### src/rtl/fixed_point_multiplication.sv
// fixed_point_multiplication
//   Sequential shift-add multiplier for unsigned Q6.4 operands. The full
//   20-bit product is formed over 10 iterations, one per clock. The result
//   is returned as Q6.4, truncated, with an overflow flag.
//
// Ports
//   clk    rising-edge clock
//   rst    synchronous active-low reset
//   ld_a   load A into the multiplicand register (IDLE only)
//   ld_b   load B into the multiplier register (IDLE only)
//   A, B   Q6.4 operands
//   start  begin a multiply using the registered operands (IDLE only)
//   P      Q6.4 product, prod[13:4], registered
//   ov     integer part of the product exceeds 6 bits, registered
//   busy   high while a multiply is in CALC or DONE
//   done   one-cycle pulse; P and ov are valid from this cycle on
module fixed_point_multiplication (
  input  logic       clk,
  input  logic       rst,
  input  logic       ld_a,
  input  logic       ld_b,
  input  logic [9:0] A,
  input  logic [9:0] B,
  input  logic       start,
  output logic [9:0] P,
  output logic       ov,
  output logic       busy,
  output logic       done
);

  typedef enum logic [1:0] {IDLE, CALC, DONE} state_t;

  state_t      state;
  logic [9:0]  a_reg;
  logic [9:0]  b_reg;
  logic [10:0] acc;
  logic [9:0]  mq;
  logic [3:0]  cnt;

  logic [10:0] sum;
  logic [20:0] shifted;
  logic [19:0] prod;

  // One iteration: conditionally add the multiplicand into the upper half,
  // then shift {carry, sum, mq} right so the product's low bits move into mq
  // while the consumed multiplier bit drops out.
  always_comb begin
    sum     = mq[0] ? ({1'b0, acc[9:0]} + {1'b0, a_reg}) : acc;
    shifted = {1'b0, sum, mq[9:1]};
    prod    = {acc[9:0], mq};
  end

  // busy decodes the state register only, so it carries no input-to-output path.
  assign busy = (state != IDLE);

  always_ff @(posedge clk) begin
    if (!rst) begin
      state <= IDLE;
      a_reg <= '0;
      b_reg <= '0;
      acc   <= '0;
      mq    <= '0;
      cnt   <= '0;
      P     <= '0;
      ov    <= 1'b0;
      done  <= 1'b0;
    end else begin
      done <= 1'b0;
      case (state)
        IDLE: begin
          if (ld_a) a_reg <= A;
          if (ld_b) b_reg <= B;
          // mq takes the pre-edge b_reg, so a same-edge ld_b lands on the
          // next multiply instead of this one.
          if (start) begin
            acc   <= '0;
            mq    <= b_reg;
            cnt   <= '0;
            state <= CALC;
          end
        end
        CALC: begin
          acc <= shifted[20:10];
          mq  <= shifted[9:0];
          cnt <= cnt + 4'd1;
          if (cnt == 4'd9) state <= DONE;
        end
        DONE: begin
          P     <= prod[13:4];
          ov    <= |prod[19:14];
          done  <= 1'b1;
          state <= IDLE;
        end
        default: state <= IDLE;
      endcase
    end
  end

endmodule

### config.mk
export PLATFORM = sky130hd
export DESIGN_NAME = fixed_point_multiplication
export DESIGN_NICKNAME = d
export VERILOG_FILES = /design/src/rtl/fixed_point_multiplication.sv
export SDC_FILE = /design/constraint.sdc
export NUM_CORES = 1
export LEC_CHECK = 0
export ABC_AREA = 1
export ABC_CLOCK_PERIOD_IN_PS = 2300
export CAP_MARGIN = 0
export CORE_AREA = 2 2 62 93
export DETAILED_ROUTE_END_ITERATION = 6
export DIE_AREA = 0 0 64 95
export GPL_TIMING_DRIVEN = 0
export PLACE_DENSITY_LB_ADDON = 0.12
export SETUP_SLACK_MARGIN = 0.05
export SLEW_MARGIN = 25
export SYNTH_ARGS = -nofsm -noshare
export SYNTH_HDL_FRONTEND = slang
export SYNTH_SLANG_ARGS = --single-unit
### constraint.sdc
create_clock -name clk -period 2.3 [get_ports clk]
set_input_delay 0.575 -clock clk [delete_from_list [all_inputs] [get_ports clk]]
set_output_delay 0.575 -clock clk [all_outputs]
set_load 0.01 [all_outputs]
==> impl_metrics.prom <==
# TYPE chip_impl_metric gauge
chip_impl_info{name="status",value="finished clean"} 1
chip_impl_info{name="synth_top_family_by_area",value="simple AND/OR/NAND/NOR gates"} 1
chip_impl_info{name="netlist.top_cell.by_area",value="sky130_fd_sc_hd__dfxtp_1"} 1
chip_impl_metric{name="clock_net_sink_count",unit=""} 58
chip_impl_metric{name="clkPwrFrac",unit="%"} 36.7
chip_impl_info{name="endpoint_kind",value="output pin"} 1
chip_impl_metric{name="fin_util",unit="%"} 63.85
chip_impl_metric{name="summed_instance_area_of_the_synthesized_netlist",unit="um2"} 2773
chip_impl_metric{name="post_drt_via_cell_ratio",unit=""} 5.123
chip_impl_metric{name="synth_seq_area_share",unit="%"} 41.88
chip_impl_metric{name="die_x",unit="um"} 64
chip_impl_metric{name="global_route.overflow_total",unit=""} 0
chip_impl_metric{name="mappedNetlistNets",unit=""} 421
chip_impl_metric{name="yosys_synthesis_warning_count",unit=""} 0
chip_impl_metric{name="number_of_vias_in_the_routed_layout",unit=""} 2587
chip_impl_metric{name="core-area",unit="um2"} 5326
chip_impl_metric{name="power.internal",unit="uW"} 1626
chip_impl_metric{name="filler_cell_count",unit=""} 482
chip_impl_info{name="cts_root_buffer",value="sky130_fd_sc_hd__clkbuf_8"} 1
chip_impl_metric{name="final-setup-viol-count",unit=""} 0
chip_impl_metric{name="cts_setup_buffers",unit=""} 0
chip_impl_metric{name="clock_path_buffers",unit=""} 2
chip_impl_metric{name="clk_pin_slew_worst_paths",unit="ns"} 0.06
chip_impl_metric{name="cts_max_level",unit=""} 3
chip_impl_metric{name="finalCritPeriodShare",unit="%"} 89.12
chip_impl_metric{name="post_synth_and_or_nand_nor_area_fraction",unit="%"} 23.83
chip_impl_info{name="hold_class",value="register to register"} 1
chip_impl_info{name="critical_setup_path_kind",value="register to output pin"} 1
chip_impl_metric{name="fp.dieH",unit="um"} 95
chip_impl_metric{name="flow.area_growth_from_synthesis",unit="%"} 22.65
chip_impl_metric{name="hold_depth",unit=""} 2
chip_impl_metric{name="gp_congestion",unit=""} 0.8737
chip_impl_metric{name="power.density_cell_area",unit="nW/um2"} 657.4
chip_impl_metric{name="final.min_clock_period",unit="ns"} 2.050
chip_impl_metric{name="fraction_of_final_layout_cells_sized_beyond_drive_strength_1",unit="%"} 7.356
chip_impl_metric{name="syn_avg_cell_area",unit="um2"} 7.239
chip_impl_metric{name="synth-xor-area-share",unit="%"} 0.3159
chip_impl_info{name="layout.cells.most_common",value="sky130_fd_sc_hd__nand2_1"} 1
chip_impl_info{name="cts_tree",value="done"} 1
chip_impl_info{name="critical_path.slowest_cell",value="sky130_fd_sc_hd__clkdlybuf4s50_1"} 1
chip_impl_metric{name="synth-seq-cells",unit=""} 58
chip_impl_metric{name="combinational_share_of_power",unit="%"} 14.6
chip_impl_metric{name="nets_final",unit=""} 469
chip_impl_metric{name="pwr-share-seq",unit="%"} 48.7
chip_impl_metric{name="crit_path_max_incr_delay",unit="ns"} 0.48
chip_impl_metric{name="finalMaxSlewViolations",unit=""} 0
chip_impl_info{name="rsz0062_at_grt",value="no"} 1
chip_impl_metric{name="r2r.worst_path.cells",unit=""} 11
chip_impl_metric{name="ios",unit=""} 38
chip_impl_metric{name="detail_route.drc_violations",unit=""} 0
chip_impl_metric{name="tritoncts.num_buffers",unit=""} 9
chip_impl_metric{name="timing.max_slew.rel_slack",unit="%"} 64.49
chip_impl_metric{name="whs",unit="ns"} 0.4573
chip_impl_metric{name="irDropWorstVdd",unit="V"} 0.0005029
chip_impl_metric{name="synthCells",unit=""} 383
chip_impl_metric{name="worst_clock_skew",unit="ns"} 0.006550
chip_impl_metric{name="global_route_wire_length_before_repair",unit="um"} 11300
chip_impl_metric{name="routedWlPerCell",unit="um"} 13.28
chip_impl_info{name="netlist_top_cells_area",value="sky130_fd_sc_hd__dfxtp_1 (42%), sky130_fd_sc_hd__nand2_1 (9.5%), sky130_fd_sc_hd__nor2_1 (8.1%), sky130_fd_sc_hd__o21ai_0 (7.2%), sky130_fd_sc_hd__a21oi_1 (6.3%)"} 1
chip_impl_metric{name="synth_mux_area_share",unit="%"} 0
chip_impl_metric{name="grt_max_degree",unit=""} 11
chip_impl_metric{name="quantity_of_gates_resized_following_cts",unit=""} 0
chip_impl_metric{name="drt_pass1_iterations",unit=""} 4
chip_impl_info{name="crit_chain",value="nor2_2 -> inv_1 -> clkdlybuf4s50_1"} 1
chip_impl_info{name="setup.worst_path.start_class",value="register"} 1
chip_impl_metric{name="postRouteAntennaNets",unit=""} 0
chip_impl_metric{name="fmax",unit="GHz"} 0.4879
chip_impl_metric{name="finalWirelength",unit="um"} 6708
chip_impl_metric{name="fp.dieArea",unit="um2"} 6080
chip_impl_metric{name="port_buffers",unit=""} 37
chip_impl_metric{name="grt_antenna_before_repair",unit=""} 0
chip_impl_metric{name="setup-tns-final",unit="ns"} 0
chip_impl_metric{name="diodes",unit=""} 0
chip_impl_metric{name="detailed_place_hpwl",unit="um"} 5041
chip_impl_metric{name="crit_fanout",unit=""} 4
chip_impl_metric{name="ys_types",unit=""} 35
chip_impl_metric{name="synth_top_cell_area_share",unit="%"} 41.88
chip_impl_metric{name="worst_ep_arrival_time",unit="ns"} 1.47
chip_impl_metric{name="worst_slew_pin_slew",unit="ns"} 0.5326
chip_impl_metric{name="critPathRequiredTime",unit="ns"} 1.73
chip_impl_metric{name="first_iter_violations",unit=""} 147
chip_impl_metric{name="max_cap_violations",unit=""} 0
chip_impl_metric{name="postCtsHoldBufs",unit=""} 0
chip_impl_metric{name="synthAdderAreaFrac",unit="%"} 6.137
chip_impl_metric{name="insertion_delay",unit="ns"} 0.34
chip_impl_metric{name="hold_violations",unit=""} 0
chip_impl_metric{name="floorplan.initialDensity",unit="%"} 52.06
chip_impl_metric{name="synth-compound-area-share",unit="%"} 19.04
chip_impl_metric{name="rows",unit=""} 33
chip_impl_metric{name="grt.total_usage",unit="%"} 24.62
chip_impl_metric{name="power.static_leakage",unit="uW"} 0.001403
chip_impl_info{name="most-common-layout-cells",value="sky130_fd_sc_hd__nand2_1 (70), sky130_fd_sc_hd__nor2_1 (60), sky130_fd_sc_hd__dfxtp_1 (58), sky130_fd_sc_hd__inv_1 (42), sky130_fd_sc_hd__o21ai_0 (40)"} 1
chip_impl_metric{name="via_count_of_the_first_global_routing_pass",unit=""} 2447
chip_impl_metric{name="power.share.switching",unit="%"} 27.29
chip_impl_metric{name="net-switching-power",unit="uW"} 610.1
[per-stage QoR]
step | worst slack (ns) | instances | area (um2) | power [uW]
after floorplan | 0.6267 | 383 | 2773 | 1319
after global placement | 0.3056 | 490 | 3231 | 1430
after detailed placement | 0.2646 | 490 | 3231 | 1436
after CTS | 0.2407 | 505 | 3401 | 2249
after global routing | 0.1487 | 505 | 3401 | 2333
final | 0.2503 | 505 | 3401 | 2236
[power groups by stage]
stage               clock network (uW)  logic, uW  registers, uW
floorplan                            0        218           1100
global placement                     0        321           1110
detailed placement                   0        325           1110
CTS                                835        326           1090
global route                       872        367           1090
finish                             821        325           1090
[cell families after synthesis]
logic type,Yosys count
buffers and inverters,59
AO/OA/AOI/OAI,92
adder cells (fa/ha/maj),13
XOR/XNOR,1
flip-flops,58
AND/OR/NAND/NOR,160
[area by class of cell]
class	count	area, um2	share of cell area [%]
repair buffers	37	370.4	10.89
plain buffers	13	68.82	2.024
inverters	46	175.2	5.151
multi-input cells	266	1368	40.21
well taps	70	87.58	2.575
clock inverters	3	15.01	0.4415
flip-flops and latches	58	1161	34.14
clock buffers	12	155.1	4.562
[layer usage]
| metal | wire (um) | track usage, % | vias to the layer above |
|---|---|---|---|
| li1 | - | - | 1345 |
| met1 | 2746 | 26.52 | 1164 |
| met2 | 3506 | 44.88 | 63 |
| met3 | 272 | 5.125 | 15 |
| met4 | 182 | 12.32 | 0 |
| met5 | 0 | 0 | - |
[worst max-delay path, delay by kind of cell, from the launching register on]
kind	cells	cell delay (ns)
and+or+nand+nor	1	0.26
DFF	1	0.34
buffers and inverters	2	0.54
[synthesized netlist by cell type (all sizes together)]
library cell  count
a41oi             1
buf               7
a22oi             4
nor3              2
nand2            72
o21bai            2
or2               1
o21ai            41
nand4             3
xor2              1
a221oi            1
o221ai            3
nand3            18
clkbuf            6
inv              44
a21oi            36
nor4              1
o22ai             1
o211ai            2
clkinv            2
nor2             63
fa                1
o32ai             1
dfxtp            58
ha               12
[worst paths after layout]
check,from,end,slack (ns)
hold / removal,b_reg[6],b_reg[6],0.46
hold reg to reg,b_reg[6],b_reg[6],0.46
setup / recovery,state[1],busy,0.25
setup reg to reg,acc[0],acc[5],0.33
Note: power is estimated with default switching activity, not from simulation.
==> patch 1, RTL diff (config.mk and constraints unchanged) <==
Encoding of `state_t`: now one-hot (3 bits for 3 states).
--- a/src/rtl/fixed_point_multiplication.sv
+++ b/src/rtl/fixed_point_multiplication.sv
@@ -30,3 +30,3 @@
 
-  typedef enum logic [1:0] {IDLE, CALC, DONE} state_t;
+  typedef enum logic [2:0] {IDLE = 3'b001, CALC = 3'b010, DONE = 3'b100} state_t;
 
Function: same outputs for any inputs over 10 cycles, from zero or initial values and one cycle with rst low; not proved beyond that.
==> patch 1 against the original RTL <==
Cell count grew 2.2%. Clock skew shrank 1.5 ps. Die area is the same. Synthesized area grew 1.5%. Total power grew 1.3%. Combinational power shrank 7.1%. Cell area grew 1.7%. First-iteration DRC count shrank 6.8%. Sequential cell count grew 1. Sequential share of layout area is essentially flat. Routed wire length grew 0.30%. Worst setup slack gained 44 ps.
==> patch 1: results (changes against the original RTL) <==
** Outcome
- Result of the run :: finished clean

** Final layout
- The number of antenna diodes was 0 (unchanged).
- The share of final-layout standard cells stronger than drive strength 1 is 7.85% (+0.49 points).
- The post-layout net count came to 479 (+2.1%).

** Power and ir drop
- Part of the total power dissipated in combinational logic :: 13.4% (-1.2 points)
- The net switching component of the power is 0.000614 W (+0.64%).
- Leakage :: 1.43 nW (+2.2%)
- Sequential group power :: between 0.001 and 0.0015 W
- Maximum vdd drop :: 0.000462 V (-8.2%)
- The relative contribution of sequential cells to total power came to 49.1% (+0.4 points).

** Timing
- The post-route clock skew is 5.03 ps (-1.52 ps).
- The headroom to the max-slew limit came to 59.6% (-4.9 points).

** Detailed routing
- The sum of met3 wire segment lengths after detailed routing came to 243 um (-11%).
- Routed via count divided by cell count :: 5.19 (+1.3%)
- DRT Wirelength :: 6.73 mm (+0.30%)
- First-pass DRT Iterations :: 5 (+1)
- The sum of met2 wire segment lengths after detailed routing is 3.58 mm (+2.0%).
- The via count came to 2679 (+3.6%).
- The starting DRC count in detailed routing was 137 (-6.8%).
- The post-route met1 wirelength is 2.60 mm (-5.4%).
- Top sig layer :: met4

** Synthesis
- Average cell area after synthesis :: 7.16 um^2 (-1.0%)
- The net count after synthesis was 431 (+2.4%).
- Synth warn :: 0 (unchanged)
- Main area contributors after synthesis :: sky130_fd_sc_hd__dfxtp_1 42%, sky130_fd_sc_hd__nand2_1 11%, sky130_fd_sc_hd__o21ai_0 9.6%
- The register area share after synthesis was 42.0% (+0.078 points).
- Share of the synthesized netlist area taken by xor and xnor gates :: 0.311% (-0.0048 points)
- Counting instances in the post-synthesis netlist gives the leading cell types as 79 x sky130_fd_sc_hd__nand2_1, 60 x sky130_fd_sc_hd__nor2_1, 59 x sky130_fd_sc_hd__dfxtp_1.
- Fraction of the mapped netlist area in compound gates :: 19.3% (+0.25 points)
- Share of synthesized area spent on multiplexers :: 0% (unchanged)
- The adder and majority gate portion of the synthesized area came to 6.04% (-0.093 points).
- Fraction of registers with async set/reset :: 0% (unchanged)
- Distinct cell type count after synthesis :: 36 (+2.9%)
- The portion of synthesized cell area occupied by the leading cell type came to 42.0% (+0.078 points).

** Clock network
- Insertion delay to the later sink of the worst-skew pair :: 340 ps (about the same)
- The maximum level of the CTS H-tree was 3 (unchanged).
- The number of buffers added to fix hold violations after cts came to 0 (unchanged).
- Clock-pin slew was measured on the worst setup and hold paths at roughly 70 ps.

** Global routing
- Wire length of the first global-routing pass :: 11.4 mm (+0.85%)
- The global routing usage summed across all routing layers came to 24.8% (+0.19 points).
- Via count of the first global-routing pass :: 2625 (+7.3%)

** Placement
- The count of input and output buffers was 37 (unchanged).
- The placed cell count is 500 (+2.0%).
- RePlAce Congestion :: 0.930 (+6.4%)
- The HPWL reported at the end of detailed placement was 5.22 mm (+3.6%).

** Worst setup path
- Maximum fanout along the worst path :: 3 (-1)
-- patch 1: layout make-up --
class,count,area (um^2)
buffer,14,71.3
clock buffer,12,155
clock inverter,4,25.0
fill,499,1870
inverter,41,155
multi-input combinational,279,1410
sequential,59,1180
tap,70,87.6
timing repair buffer,37,370
-- patch 1: final timing paths --
path | startpoint | to | slack [ps] | cells past startpoint
max | state[1] | busy | 290 | 3
min | b_reg[9] | b_reg[9] | 450 | 2
max reg2reg | a_reg[0] | acc[5] | 350 | 11
min reg2reg | b_reg[9] | b_reg[9] | 450 | 2
-- patch 1: layer usage --
| layer | GRT usage, % | up-vias |
|---|---|---|
| li1 | - | 1391 |
| met1 | 24.2 | 1200 |
| met2 | 45.6 | 65 |
| met5 | 0 | - |
| met4 | 16.3 | 0 |
| met3 | 6.20 | 23 |
-- patch 1: per-stage QoR --
stage / util (%) / cell area, um^2 / worst slack [ps]
after floorplan: - / 2820 / 567
after global placement: 61.5 / 3270 / 90.9
after detailed placement: 61.5 / 3270 / 58.9
after CTS: 64.8 / 3450 / 117
after global routing: 64.9 / 3460 / 148
final: 64.9 / 3460 / 294
-- patch 1: kinds of logic (layout without fill, tap and decap cells) --
kind of cell	after synthesis	count (layout)
buffers and inverters	55	108
AOI/OAI and AO/OA	98	98
DFF	59	59
adders and majority gates	13	13
and+or+nand+nor	167	167
xor gates and xnor gates	1	1
-- patch 1: worst max-delay path, stage by stage (launching register included) --
cell                              delay (ps)
sky130_fd_sc_hd__dfxtp_1                 380
sky130_fd_sc_hd__inv_1                    70
sky130_fd_sc_hd__nand3_2                 100
sky130_fd_sc_hd__clkdlybuf4s50_1         540
-- patch 1: repair_timing --
action	in CTS	in global routing
hold endpoints to repair	0	0
resized for setup	0	2
setup endpoints to repair	0	3
buffers inserted	0	0
==> patch 2, RTL diff (config.mk and constraints unchanged) <==
Made on the original files. Register the output `done` once more; this adds one clock of latency there. The other outputs are not delayed to match. Comments in the files are not updated.
--- a/src/rtl/fixed_point_multiplication.sv
+++ b/src/rtl/fixed_point_multiplication.sv
@@ -31,2 +31,4 @@
   typedef enum logic [1:0] {IDLE, CALC, DONE} state_t;
+
+  logic done_s0;
 
@@ -65,5 +67,5 @@
       ov    <= 1'b0;
-      done  <= 1'b0;
+      done_s0 <= 1'b0;
     end else begin
-      done <= 1'b0;
+      done_s0 <= 1'b0;
       case (state)
@@ -90,3 +92,3 @@
           ov    <= |prod[19:14];
-          done  <= 1'b1;
+          done_s0 <= 1'b1;
           state <= IDLE;
@@ -98,2 +100,6 @@
 
+  always_ff @(posedge clk) begin
+    done <= done_s0;
+  end
+
 endmodule
Behaviour: same outputs for any inputs over 10 cycles, from zero or initial values and one cycle with rst low; that may be too few to reach the edited logic, so the function may still have changed.
==> patch 2 against the original RTL <==
Total power increased by 12%. Synthesized area increased by 0.72%. Sequential cell count increased by 1. Cell area increased by 2.3%. Worst setup slack got worse by 13 ps. Critical path depth unchanged. Highest routed layer unchanged. Die area unchanged. Routed wire length increased by 0.48%. Largest power group unchanged. Largest cell class unchanged. Worst hold slack got worse by 130 ps. Register-to-register slack improved by 30 ps.
==> patch 2: results (changes against the original RTL) <==
** Timing
- Relative max-transition margin :: 64.8% (+0.35 points)
- The post-route clock period utilization is 89.7% (+0.59 points).
- Hold Worst Slack :: 330 ps (-128 ps)
- The hold violation count in the final report was 0 (unchanged).
- The post-route clock skew came to 6.33 ps (-0.220 ps).

** Synthesis
- Post-synth EDFFs :: 0 (unchanged)
- Register area share after synthesis :: 42.3% (+0.42 points)
- The net count after synthesis was 422 (+0.24%).
- The synthesized netlist cell count came to 384 (+0.26%).
- Top cells by count, synth :: 70 x sky130_fd_sc_hd__nand2_1, 60 x sky130_fd_sc_hd__nor2_1, 59 x sky130_fd_sc_hd__dfxtp_1
- The most used flip-flop cell after synthesis is sky130_fd_sc_hd__dfxtp_1.
- In the post-synthesis netlist, the biggest area contributors are sky130_fd_sc_hd__dfxtp_1 42%, sky130_fd_sc_hd__nand2_1 9.4%, sky130_fd_sc_hd__nor2_1 8.1%.

** Final layout
- Number of standard cells in the layout, taps in and fillers out :: 507 (+0.40%)
- The post-layout net count was 470 (+0.21%).
- Share of layout cells above drive strength 1 :: 7.55% (+0.20 points)
- The number of antenna diodes was 0 (unchanged).

** Global routing
- The first-pass GRT wire length was 11.2 mm (-0.92%).
- Global-route met1 utilization :: 25.2% (-1.3 points)
- The via count of the first global-routing pass is 2486 (+1.6%).
- The global-route met3 utilization was 5.48% (+0.36 points).
- The global routing usage summed across all routing layers came to 24.5% (-0.14 points).
- Routing usage on met2 :: 46.9% (+2.0 points)
- The initial antenna violation count was 0 (unchanged).

** Detailed routing
- Starting DRT DRC Count :: 142 (-3.4%)
- Routed via count divided by cell count :: 5.15 (+0.49%)
- The mean routed wirelength per cell is 13.3 um (about the same).

** Placement
- Pre-CTS WS :: 271 ps (+6.23 ps)
- The placed cell count is 491 (+0.20%).
- The final weighted congestion of routability-driven global placement was 0.828 (-5.2%).
- Detail Placement HPWL :: 5.12 mm (+1.6%)
- Area after detailed placement :: 3250 um^2 (+0.62%)

** Clock network
- The post-CTS setup repair buffer count came to 0 (unchanged).
- The maximum buffer depth of the clock tree was 2 (unchanged).

** Worst setup path
- Internal reg-to-reg setup slack :: 360 ps (+30 ps)
- Grouping stages by cell kind, the critical path spends the most delay in buffers and inverters.
- RR Startpoint :: acc[0]
- Maximum fanout along the worst path :: 4 (unchanged)
- The endpoint identified for the worst register-to-register timing path is acc[7].
- Arrival time reported for the critical path endpoint :: 1490 ps (+20 ps)

** Worst hold path
- Cell depth of the worst hold path :: 0 (-2)
- The path with the worst hold slack has its endpoint at done.
- Hold path startpoint :: done_s0

** Power and ir drop
- The peak supply drop was 0.000520 V (+3.4%).
- Leakage :: 1.43 nW (+2.0%)

** Outcome
- Result of the run :: finished clean
## patch 2: cell types whose count changed after synthesis
cell,change
sky130_fd_sc_hd__dfxtp_1,+1
## patch 2: layer usage
metal,vias to the layer above,share of wire (%)
met5,-,0
met2,51,54
met3,8,3.2
met4,0,1.6
li1,1362,-
met1,1189,41
## patch 2: worst max path at each step
| stage | end | cells past startpoint |
|---|---|---|
| final | busy | 3 |
| after global routing | busy | 3 |
| after CTS | busy | 3 |
| after detailed placement | acc[4] | 4 |
| after global placement | P[9] | 4 |
| after floorplan | acc[5] | 11 |
## patch 2: layout make-up
cell class	count	area, um^2
multi-input combinational	266	1370
timing repair buffer	37	370
clock buffer	12	155
buffer	13	68.8
inverter	46	175
sequential	59	1180
tap	70	87.6
fill	466	1850
clock inverter	4	72.6
## patch 2: report_power, final
| group | internal (W) | switching (W) | total, W | leakage [nW] |
|---|---|---|---|---|
| Sequential | 0.00107 | 0.0000316 | 0.00111 | 0.481 |
| Clock | 0.000667 | 0.000402 | 0.00107 | 0.113 |
| Combinational | 0.000130 | 0.000196 | 0.000326 | 0.838 |
| Total | 0.00187 | 0.000629 | 0.00250 | 1.43 |
## patch 2: cell families (layout without fill, tap and decap cells)
family	count (synthesis)	in the layout	synth area share [%]
adders and majority gates	13	13	6.09
and+or+nand+nor	160	160	23.7
DFF	59	59	42.3
AOI/OAI and AO/OA	92	92	18.9
buffers and inverters	59	112	8.74
xor gates and xnor gates	1	1	0.314
## patch 2: worst register-to-register path: cells and delay by family, from the launching register on
kind / cells / cell delay, ps
adder cells (fa/ha/maj): 2 / 590
AND/OR/NAND/NOR: 5 / 430
flip-flops: 1 / 400
AO/OA/AOI/OAI: 2 / 230
buffers and inverters: 2 / 170
